--- src/rtl/stream_pkg.sv ---
// +----------------------------------------------------------------------------+
// | Module      : stream_pkg                                                   |
// | Description : Shared constants and types for the stream command path.      |
// | Revision    : 1.0 - initial release                                        |
// +----------------------------------------------------------------------------+
`default_nettype none

package stream_pkg;

  localparam int BEAT_BYTES      = 8;
  localparam int BURST_CNT_WIDTH = 9;
  localparam int AXLEN_WIDTH     = 8;

  // Field widths of the master-side bundle; the splitter defaults match these.
  localparam int CMD_ADDR_WIDTH  = 32;
  localparam int CMD_ID_WIDTH    = 6;

  typedef enum logic {
    SPLIT_IDLE  = 1'b0,
    SPLIT_ISSUE = 1'b1
  } split_state_t;

  typedef struct packed {
    logic [CMD_ADDR_WIDTH-1:0]  addr;
    logic [BURST_CNT_WIDTH-1:0] burst_count;
    logic [CMD_ID_WIDTH-1:0]    id;
    logic                       last;
  } stream_cmd_t;

endpackage : stream_pkg

`default_nettype wire

--- src/rtl/stream_page_bound.sv ---
// +----------------------------------------------------------------------------+
// | Module      : stream_page_bound                                            |
// | Description : Combinational chunk sizing and next-address arithmetic for a |
// |               command clipped at a page boundary.                          |
// | Revision    : 1.0 - initial release                                        |
// +----------------------------------------------------------------------------+
`default_nettype none

module stream_page_bound
  import stream_pkg::*;
#(
  parameter int ADDR_WIDTH          = 32,
  parameter int PAGE_OFFSET_WIDTH   = 12,
  parameter int BURSTS_PER_PAGE     = 512,
  parameter int BURSTS_PER_PAGE_LOG = 9
) (
  input  logic [ADDR_WIDTH-1:0]      addr,
  input  logic [AXLEN_WIDTH-1:0]     len,
  output logic [BURST_CNT_WIDTH-1:0] count,
  output logic                       last,
  output logic [AXLEN_WIDTH-1:0]     len_next,
  output logic [ADDR_WIDTH-1:0]      addr_next
);

  localparam int BEAT_SHIFT = $clog2(BEAT_BYTES);
  localparam int PAGE_WIDTH = ADDR_WIDTH - PAGE_OFFSET_WIDTH;

  localparam logic [BURSTS_PER_PAGE_LOG:0] c_page_beats =
    (BURSTS_PER_PAGE_LOG+1)'(BURSTS_PER_PAGE);

  logic [BURSTS_PER_PAGE_LOG-1:0] w_beat_offset;
  logic [BURSTS_PER_PAGE_LOG:0]   w_remaining;
  logic [BURST_CNT_WIDTH-1:0]     w_len_p1;
  logic [PAGE_WIDTH-1:0]          w_page_next;
  logic                           w_unused_byte_bits;

  // Byte-within-beat bits never influence beat arithmetic.
  assign w_unused_byte_bits = ^addr[BEAT_SHIFT-1:0];

  assign w_beat_offset = addr[PAGE_OFFSET_WIDTH-1:BEAT_SHIFT];
  assign w_remaining   = c_page_beats - {1'b0, w_beat_offset};

  // Nine bits wide so that len=255 yields 256 without wrapping.
  assign w_len_p1 = BURST_CNT_WIDTH'(len) + BURST_CNT_WIDTH'(1);

  // An aligned address gives a full page of room, covering the aligned case.
  assign last  = ({1'b0, w_len_p1} <= w_remaining);
  assign count = last ? w_len_p1 : w_remaining[BURST_CNT_WIDTH-1:0];

  assign len_next = len - count[AXLEN_WIDTH-1:0];

  // Page number wraps naturally at the top of the address space.
  assign w_page_next = addr[ADDR_WIDTH-1:PAGE_OFFSET_WIDTH] + PAGE_WIDTH'(1);
  assign addr_next   = {w_page_next, {PAGE_OFFSET_WIDTH{1'b0}}};

endmodule : stream_page_bound

`default_nettype wire

--- src/rtl/stream_cmd_splitter.sv ---
// +----------------------------------------------------------------------------+
// | Module      : stream_cmd_splitter                                          |
// | Description : Accepts AXI-style commands and issues page-bounded chunks.   |
// |               Define STREAM_CMD_SPLITTER_STATS_EN for handshake counters.  |
// | Revision    : 1.0 - initial release                                        |
// +----------------------------------------------------------------------------+
`default_nettype none

module stream_cmd_splitter
  import stream_pkg::*;
#(
  parameter int SHIELD_ADDR_WIDTH   = CMD_ADDR_WIDTH,
  parameter int PAGE_OFFSET_WIDTH   = 12,
  parameter int BURSTS_PER_PAGE     = 512,
  parameter int BURSTS_PER_PAGE_LOG = 9,
  parameter int ID_WIDTH            = CMD_ID_WIDTH
) (
  input  logic                         clk,
  input  logic                         rst_n,
  input  logic [SHIELD_ADDR_WIDTH-1:0] s_axaddr,
  input  logic [AXLEN_WIDTH-1:0]       s_axlen,
  input  logic [ID_WIDTH-1:0]          s_axid,
  input  logic                         s_valid,
  output logic                         s_ready,
  output logic [SHIELD_ADDR_WIDTH-1:0] m_addr,
  output logic [BURST_CNT_WIDTH-1:0]   m_burst_count,
  output logic [ID_WIDTH-1:0]          m_id,
  output logic                         m_last,
  output logic                         m_valid,
  input  logic                         m_ready,
  output logic                         busy
`ifdef STREAM_CMD_SPLITTER_STATS_EN
  ,
  output logic [31:0]                  stat_cmd_cnt,
  output logic [31:0]                  stat_chunk_cnt
`endif
);

  split_state_t                 r_state;
  logic [SHIELD_ADDR_WIDTH-1:0] r_cur_addr;
  logic [AXLEN_WIDTH-1:0]       r_cur_len;
  logic [ID_WIDTH-1:0]          r_cur_id;

  logic [BURST_CNT_WIDTH-1:0]   w_count;
  logic                         w_last;
  logic [AXLEN_WIDTH-1:0]       w_len_next;
  logic [SHIELD_ADDR_WIDTH-1:0] w_addr_next;
  logic                         w_issue;
  logic                         w_m_fire;
  logic                         w_s_fire;
  stream_cmd_t                  w_m_cmd;

  stream_page_bound #(
    .ADDR_WIDTH          (SHIELD_ADDR_WIDTH),
    .PAGE_OFFSET_WIDTH   (PAGE_OFFSET_WIDTH),
    .BURSTS_PER_PAGE     (BURSTS_PER_PAGE),
    .BURSTS_PER_PAGE_LOG (BURSTS_PER_PAGE_LOG)
  ) u_page_bound (
    .addr      (r_cur_addr),
    .len       (r_cur_len),
    .count     (w_count),
    .last      (w_last),
    .len_next  (w_len_next),
    .addr_next (w_addr_next)
  );

  assign w_issue  = (r_state == SPLIT_ISSUE);
  assign w_m_fire = w_issue && m_ready;

  // Ready also opens on the final chunk's handshake so commands stream without a bubble.
  assign s_ready  = (r_state == SPLIT_IDLE) || (w_m_fire && w_last);
  assign w_s_fire = s_valid && s_ready;

  assign w_m_cmd = '{
    addr:        r_cur_addr,
    burst_count: w_count,
    id:          r_cur_id,
    last:        w_last
  };

  assign m_addr        = w_m_cmd.addr;
  assign m_burst_count = w_m_cmd.burst_count;
  assign m_id          = w_m_cmd.id;
  assign m_last        = w_m_cmd.last;
  assign m_valid       = w_issue;
  assign busy          = w_issue;

  always_ff @(posedge clk or negedge rst_n) begin
    if (!rst_n) begin
      r_state    <= SPLIT_IDLE;
      r_cur_addr <= '0;
      r_cur_len  <= '0;
      r_cur_id   <= '0;
    end else if (w_s_fire) begin
      r_state    <= SPLIT_ISSUE;
      r_cur_addr <= s_axaddr;
      r_cur_len  <= s_axlen;
      r_cur_id   <= s_axid;
    end else if (w_m_fire) begin
      if (w_last) begin
        r_state <= SPLIT_IDLE;
      end else begin
        r_cur_addr <= w_addr_next;
        r_cur_len  <= w_len_next;
      end
    end
  end

`ifdef STREAM_CMD_SPLITTER_STATS_EN
  logic [31:0] r_stat_cmd_cnt;
  logic [31:0] r_stat_chunk_cnt;

  always_ff @(posedge clk or negedge rst_n) begin
    if (!rst_n) begin
      r_stat_cmd_cnt   <= '0;
      r_stat_chunk_cnt <= '0;
    end else begin
      if (w_s_fire) r_stat_cmd_cnt   <= r_stat_cmd_cnt + 32'd1;
      if (w_m_fire) r_stat_chunk_cnt <= r_stat_chunk_cnt + 32'd1;
    end
  end

  assign stat_cmd_cnt   = r_stat_cmd_cnt;
  assign stat_chunk_cnt = r_stat_chunk_cnt;
`endif

endmodule : stream_cmd_splitter

`default_nettype wire

--- config.mk ---
export PLATFORM = sky130hd
export DESIGN_NAME = stream_cmd_splitter
export DESIGN_NICKNAME = d
export VERILOG_FILES = /design/src/rtl/stream_pkg.sv /design/src/rtl/stream_page_bound.sv /design/src/rtl/stream_cmd_splitter.sv
export SDC_FILE = /design/constraint.sdc
export NUM_CORES = 1
export LEC_CHECK = 0
export ABC_CLOCK_PERIOD_IN_PS = 5700
export CAP_MARGIN = 30
export CELL_PAD_IN_SITES_DETAIL_PLACEMENT = 0
export CELL_PAD_IN_SITES_GLOBAL_PLACEMENT = 1
export CORE_MARGIN = 2
export CORE_UTILIZATION = 35
export CTS_CLUSTER_DIAMETER = 40
export DETAILED_ROUTE_END_ITERATION = 16
export PLACE_DENSITY_LB_ADDON = 0.1
export SLEW_MARGIN = 20
export SYNTH_ARGS = -nofsm -noshare
export SYNTH_HDL_FRONTEND = slang
export SYNTH_SLANG_ARGS = --single-unit
--- constraint.sdc ---
create_clock -name clk -period 5.7 [get_ports clk]
set_input_delay 1.14 -clock clk [delete_from_list [all_inputs] [get_ports clk]]
set_output_delay 1.14 -clock clk [all_outputs]
set_load 0.01 [all_outputs]
==> results of run 1 <==
[report_power, final]
| part | internal [uW] | switching (uW) | leakage (uW) |
|---|---|---|---|
| Sequential | 491 | 193 | 0.000552 |
| Clock | 111 | 113 | 0.0000515 |
| Combinational | 1020 | 954 | 0.00142 |
[metrics by stage]
| stage | cells | util (%) | area (um^2) | total power [uW] |
|---|---|---|---|---|
| 2_1_floorplan | 364 | - | 3352 | 1920 |
| 3_3_place_gp | 579 | 47.76 | 4434 | 2634 |
| 3_5_place_dp | 579 | 47.76 | 4434 | 2644 |
| 4_1_cts | 587 | 48.84 | 4534 | 2890 |
| 5_1_grt | 591 | 49.22 | 4569 | 3193 |
| 6_report | 591 | 49.22 | 4569 | 2885 |
[final cells by class]
class	instances	area (um^2)
Clock buffer	8	100.1
Fill cell	907	4715
Inverter	31	116.4
Multi-Input combinational cell	269	1954
Sequential cell	47	1176
Tap cell	129	161.4
Timing Repair Buffer	107	1061
[logic make-up after synthesis]
family,after synthesis
AOI/OAI and AO/OA,88
xor gates and xnor gates,14
adders and majority gates,19
buffers and inverters,48
DFF,47
muxes,36
and+or+nand+nor,112
[routing by layer]
metal / wire (um) / GRT usage, % / share of wire (%)
met5: 0 / 0 / 0
met4: 86 / 4.513 / 0.99
met3: 490 / 3.967 / 5.6
met2: 3964 / 28.09 / 45
met1: 4184 / 23.87 / 48
[cells in the mapped netlist, types with 2 or more instances]
| library cell | count | share of area [%] |
|---|---|---|
| a21o_1 | 2 | 0.45 |
| a21oi_1 | 11 | 1.6 |
| a22o_1 | 12 | 3.1 |
| a22oi_1 | 10 | 2.2 |
| a31oi_1 | 2 | 0.37 |
| and2_1 | 2 | 0.37 |
| and3_1 | 11 | 2.1 |
| buf_2 | 5 | 0.75 |
| buf_6 | 5 | 1.7 |
| clkbuf_1 | 5 | 0.56 |
| dfrtp_1 | 47 | 35 |
| ha_1 | 18 | 6.7 |
| inv_1 | 31 | 3.5 |
| mux2_2 | 3 | 1.0 |
| mux2_4 | 6 | 2.7 |
| mux2i_1 | 27 | 8.1 |
| nand2_1 | 30 | 3.4 |
| nand2b_1 | 5 | 0.93 |
| nand3_1 | 14 | 2.1 |
| nand3b_1 | 2 | 0.45 |
| nand4_1 | 2 | 0.37 |
| nor2_1 | 15 | 1.7 |
| nor2b_1 | 7 | 1.3 |
| nor3_1 | 7 | 1.0 |
| nor4_1 | 6 | 1.1 |
| o21ai_0 | 29 | 4.3 |
| o21ai_1 | 2 | 0.30 |
| o2bb2ai_1 | 8 | 2.1 |
| or2_0 | 2 | 0.37 |
| or3_1 | 2 | 0.37 |
| xnor2_1 | 8 | 2.1 |
| xor2_1 | 6 | 1.6 |
[worst max path at each step]
stage                          from               end  cells past startpoint  slack, ns
after detailed placement  m_addr[3]      r_cur_len[7]                     21       0.49
after CTS                 m_addr[3]  m_burst_count[2]                     13       0.24
after floorplan           m_addr[3]      r_cur_len[7]                     23       0.63
after global routing      m_addr[3]  m_burst_count[2]                     13       0.05
final                     m_addr[3]           s_ready                     14       0.44
after global placement    m_addr[3]      r_cur_len[7]                     21       0.63
[what timing repair did]
item,4_1_cts,5_1_grt
setup endpoints to repair,0,10
gates resized for setup,0,1
setup buffers,0,4
[registers in the layout, indices dropped and copies added (netlist names)]
signal,count
m_id,6
m_addr,32
r_cur_len,8
busy,1
==> impl_metrics.toml, run 1 <==
[logic_synthesis]
ys_async_sr_fraction_pct = 100.0
synthMuxAreaShare_pct = 11.76
yosysSeqAreaShare_pct = 35.09
avgSynthCellArea_um2 = 9.209
synthFlopType = "dfrtp_1"
synthDistinctLibCells = 54
synth_xor_area_share_pct = 3.658
synth_compound_area_share_pct = 17.92
synth_area_mm2 = 0.003352
synth_fa_ha_area_share_pct = 7.316
netlist_instances = 364
synth_edf_count = 0
synth_top_family_by_area = "compound AO/OA/AOI/OAI gates"
synth_simple_gate_area_share_pct = 17.47
yosys_warnings = 0
synth_seq_cells = 47
syn-num-nets = 433

[die]
start_util_pct = 36.11
pin_count = 101
die-area_mm2 = 0.01038
rows = 35
coreArea_mm2 = 0.009284
dieWidth_um = 101.9
die_h_um = 101.9

[timing]
hold_viol_final = 0
worst_pin_slew_ns = 0.6217
holdWs_ns = 0.5107
slew_headroom_pct = 58.17
period_needed_ns = 5.261
post-route-period-util_pct = 92.31
setup_viol = 0
layout_setup_ws_ns = 0.4385
fmax_mhz = 190.1
setup_tns_ns = 0
report.final.slew_viol_count = 0
rsz0062_at_grt = "false"
finalClockSkew_ns = 0.01182

[critical_path]
worstPathRequired_ns = 4.56
crit_type = "reg2out"
critPathMaxStageDelay_ns = 0.55
cp_slowest_cell = "clkdlybuf4s50_1"
timing.rr.start = "m_addr[3]"
rr_endpoint = "r_cur_len[7]"
crit_family = "simple AND/OR/NAND/NOR gates"
cp_cell_sequence = "inv_1 -> ha_1 -> or4b_4 -> nor4_1 -> xor2_1 -> ha_1 -> a21oi_1 -> nor4b_1 -> o2bb2ai_1 -> nand2_4 -> buf_4 -> nand2_1 -> nand2_1 -> clkdlybuf4s50_1"
critPathLaunchType = "flop"
worstPathArrival_ns = 4.12
r2r.worst_path.cells = 21
reg2reg_slack_ns = 0.62
crit_path_max_fanout = 11
endpoint_kind = "primary output"
cp_num_buf_inv = 3

[pwr]
max-vdd-ir-drop_mv = 0.2473
cellLeakagePower_uw = 0.002021
powerDensity_mw_per_mm2 = 631.3

[clock_network]
cts_buffer_depth = 2
cts_hold_buf = 0
clk_latency_ns = 0.31
cts_tree = "built"
numCtsBuffers = 5
clk_pin_slew_worst_paths_ns = 0.08
cts-root-buf = "clkbuf_8"
cts.sinks = 47
htree_levels = 2

[status]
status = "finished, final reports clean"

[detailed_routing]
ant_nets = 0
wl_um = 8725
initialDrtViolationCount = 128
avgRoutedWirePerCell_um = 14.76
drc = 0
drt-pass1-iter-count = 4
vias = 2992
via_per_inst = 5.063

[cells_and_area]
diodes = 0
area_delta_synth_final_pct = 36.32
final_common_cell = "clkdlybuf4s50_1"
mostFrequentLayoutCells = "clkdlybuf4s50_1, dfrtp_1, inv_1, nand2_1, o21ai_0"
drive_gt1_share_pct = 6.710
fin_nets = 530

[placement]
place.port_buffers = 100
hpwlAfterDp_um = 6467
gp_congestion = 0.8085
pre_cts_slack_ns = 0.4918

[global_routing]
track_usage_pct = 17.46
gr-total-overflow = 0
grt_start_max_net_pins = 48
grt_pass1_wl_um = 14220
first_global_vias = 2942
antenna_found_initial = 0

[hold_path]
min_path_type = "reg2reg"
hold_depth = 1
min_from = "m_id[2]"
holdPathEnd = "m_id[2]"

[flow_run]
drv_cap = 0
Power figures use the tool's default switching activity.
==> run 2: changes to the inputs <==
CTS_CLUSTER_DIAMETER = 50   (was 40)
CTS_CLUSTER_SIZE = 30   (was default)
==> results of run 2 <==
Same layout as run 1: the final DEF is identical, and so are final timing and power.
==> run 3: changes to the inputs <==
ABC_AREA = 1   (was default)
CAP_MARGIN = default   (was 30)
CORE_MARGIN = default   (was 2)
CORE_UTILIZATION = 34   (was 35)
==> run 3 against run 2 <==
Setup slack better by 0.47 ns. Combinational power is 12% higher. First-iteration DRC count is 34% higher. Fmax is 9.8% higher. Cell count is 28% higher. Global-route usage is 2.2 points higher. Hold slack worse by 0.026 ns. Clock-buffer cell count is 3 lower. Sequential share of layout area is 1.5 points lower. Non-clock buffer count stayed put. Sequential power hardly changed.
==> impl_metrics.toml, run 3 <==
[logic_synthesis]
avgSynthCellArea_um2 = 6.880
yosysMostFrequentCell = "nand2_1"
synth.top_cells.by_count = "nand2_1, inv_1, nand3_1, dfrtp_1, nor2_1"
netlist_instances = 525
yosysTopAreaCell = "dfrtp_1"
yosys_warnings = 0
synth_edf_count = 0
synth_area_leaders = "dfrtp_1, nand2_1, inv_1"
synth_area_mm2 = 0.003612
synthDistinctLibCells = 25
ys_async_sr_fraction_pct = 100.0
synth_seq_cells = 47
synthFlopType = "dfrtp_1"
syn-num-nets = 594
synth_top_area_share_pct = 32.56
yosysSeqAreaShare_pct = 32.56

[cells_and_area]
drive_gt1_share_pct = 3.883
final_common_cell = "nand2_1"
area_delta_synth_final_pct = 34.60
fin_nets = 686
diodes = 0
mostFrequentLayoutCells = "nand2_1, clkdlybuf4s50_1, inv_1, nand3_1, dfrtp_1"
largest_register_ffs = 32

[die]
coreArea_mm2 = 0.01032
start_util_pct = 34.99
dieWidth_um = 105.1
die_h_um = 105.1
rows = 37
pin_count = 101
die-area_mm2 = 0.01104

[critical_path]
endpoint_kind = "primary output"
timing.rr.start = "m_addr[3]"
critPathLaunchType = "flop"
worstPathArrival_ns = 3.65
startpoint = "m_addr[3]"
crit_path_max_fanout = 9
worstPathRequired_ns = 4.56
crit_type = "reg2out"

[timing]
setup_tns_ns = 0
report.final.slew_viol_count = 0
setup_viol = 0
slew_headroom_pct = 57.04
worst_pin_slew_ns = 0.6444
period_needed_ns = 4.791
rsz0062_at_grt = "false"
holdWs_ns = 0.4847
fmax_mhz = 208.7
post-route-period-util_pct = 84.06
finalClockSkew_ns = 0.01165
hold_viol_final = 0

[pwr]
cellLeakagePower_uw = 0.002415
total_power_uw = 3208
powerDensity_mw_per_mm2 = 659.7
max-vdd-ir-drop_mv = 0.2345
pwr-share-clk_pct = 9.5
p_int_uw = 1666
power_switching_share_pct = 48.08
p_seq_share_pct = 21.4
comb_power_share_pct = 69.1
switching_power_uw = 1542

[detailed_routing]
drc = 0
vias = 3627
wl_um = 10570
ant_nets = 0
via_per_inst = 4.810
drt-pass1-iter-count = 4
initialDrtViolationCount = 171
avgRoutedWirePerCell_um = 14.02

[placement]
hpwlAfterDp_um = 8075
place.port_buffers = 100
gp_congestion = 0.8139

[global_routing]
grt_use_met2_pct = 35.19
track_usage_pct = 19.67
busiest_layer = "met2"
antenna_found_initial = 0
grt_start_max_net_pins = 48
first_global_vias = 3620
grt_pass1_wl_um = 17330
use_met3_pct = 2.059
gr-total-overflow = 0
grtUsageMet1_pct = 24.98

[clock_network]
cts_buffer_depth = 2
cts-root-buf = "clkbuf_8"
htree_levels = 2
clk_latency_ns = 0.30
cts_tree = "built"
cts_hold_buf = 0
cts-resized-gates = 0
numCtsBuffers = 5
cts.sinks = 47
cts_setup_buffers = 0
clk_pin_slew_worst_paths_ns = 0.10

[status]
status = "finished, final reports clean"

[flow_run]
drv_cap = 0

[hold_path]
min_from = "m_addr[2]"
min_path_type = "reg2reg"
-- run 3: cell families after synthesis --
logic type	synth area share, %
and+or+nand+nor	29.93
xor gates and xnor gates	7.759
adders and majority gates	6.789
AOI/OAI and AO/OA	10.15
DFF	32.56
buffers and inverters	12.82
-- run 3: critical path: stages (launching register included) --
cell	delay, ns
dfrtp_1	0.41
inv_1	0.14
nand3_1	0.15
nor2_1	0.29
xor2_1	0.25
inv_1	0.11
ha_1	0.32
inv_1	0.04
a21oi_1	0.16
nand4_1	0.14
nand3_1	0.13
inv_1	0.13
o21ai_0	0.46
clkdlybuf4s50_1	0.64
-- run 3: path summary, 6_finish.rpt --
check | end | slack [ns] | depth (start not counted)
max in group asynchronous | m_addr[10] | 4.33 | 2
setup reg to reg | r_cur_len[7] | 1.26 | 24
setup / recovery | m_burst_count[1] | 0.91 | 13
min in group asynchronous | m_addr[25] | 0.94 | 2
hold reg to reg | m_addr[2] | 0.48 | 2
hold / removal | m_addr[2] | 0.48 | 2
-- run 3: cell type report --
class / count / area [um^2]
fillers: 1067 / 5461
inverters: 93 / 349.1
well taps: 136 / 170.2
clock buffers: 5 / 68.82
flip-flops and latches: 47 / 1176
multi-input cells: 363 / 1978
repair buffers: 107 / 1049
clock inverters: 3 / 71.32
-- run 3: power by group through the flow --
stage	Clock (uW)	Sequential (uW)	Combinational [uW]
after floorplan	0	713	1380
after global placement	0	691	2210
after detailed placement	0	695	2230
after CTS	315	689	2250
after global routing	329	714	2500
final	304	687	2220
-- run 3: per-stage QoR --
stage               area (um^2)  instances  util, %  setup WS (ns)
CTS                        4862        754    47.10         0.8374
floorplan                  3612        525        -          1.699
detailed placement         4722        746    45.74          1.180
global route               4862        754    47.10         0.4867
global placement           4722        746    45.74          1.185
finish                     4862        754    47.10         0.9086
-- run 3: metal layers --
metal,vias up,part of all wire (%)
met5,-,0
met2,66,50
met3,16,2.4
met4,0,2.0
li1,1856,-
met1,1689,46
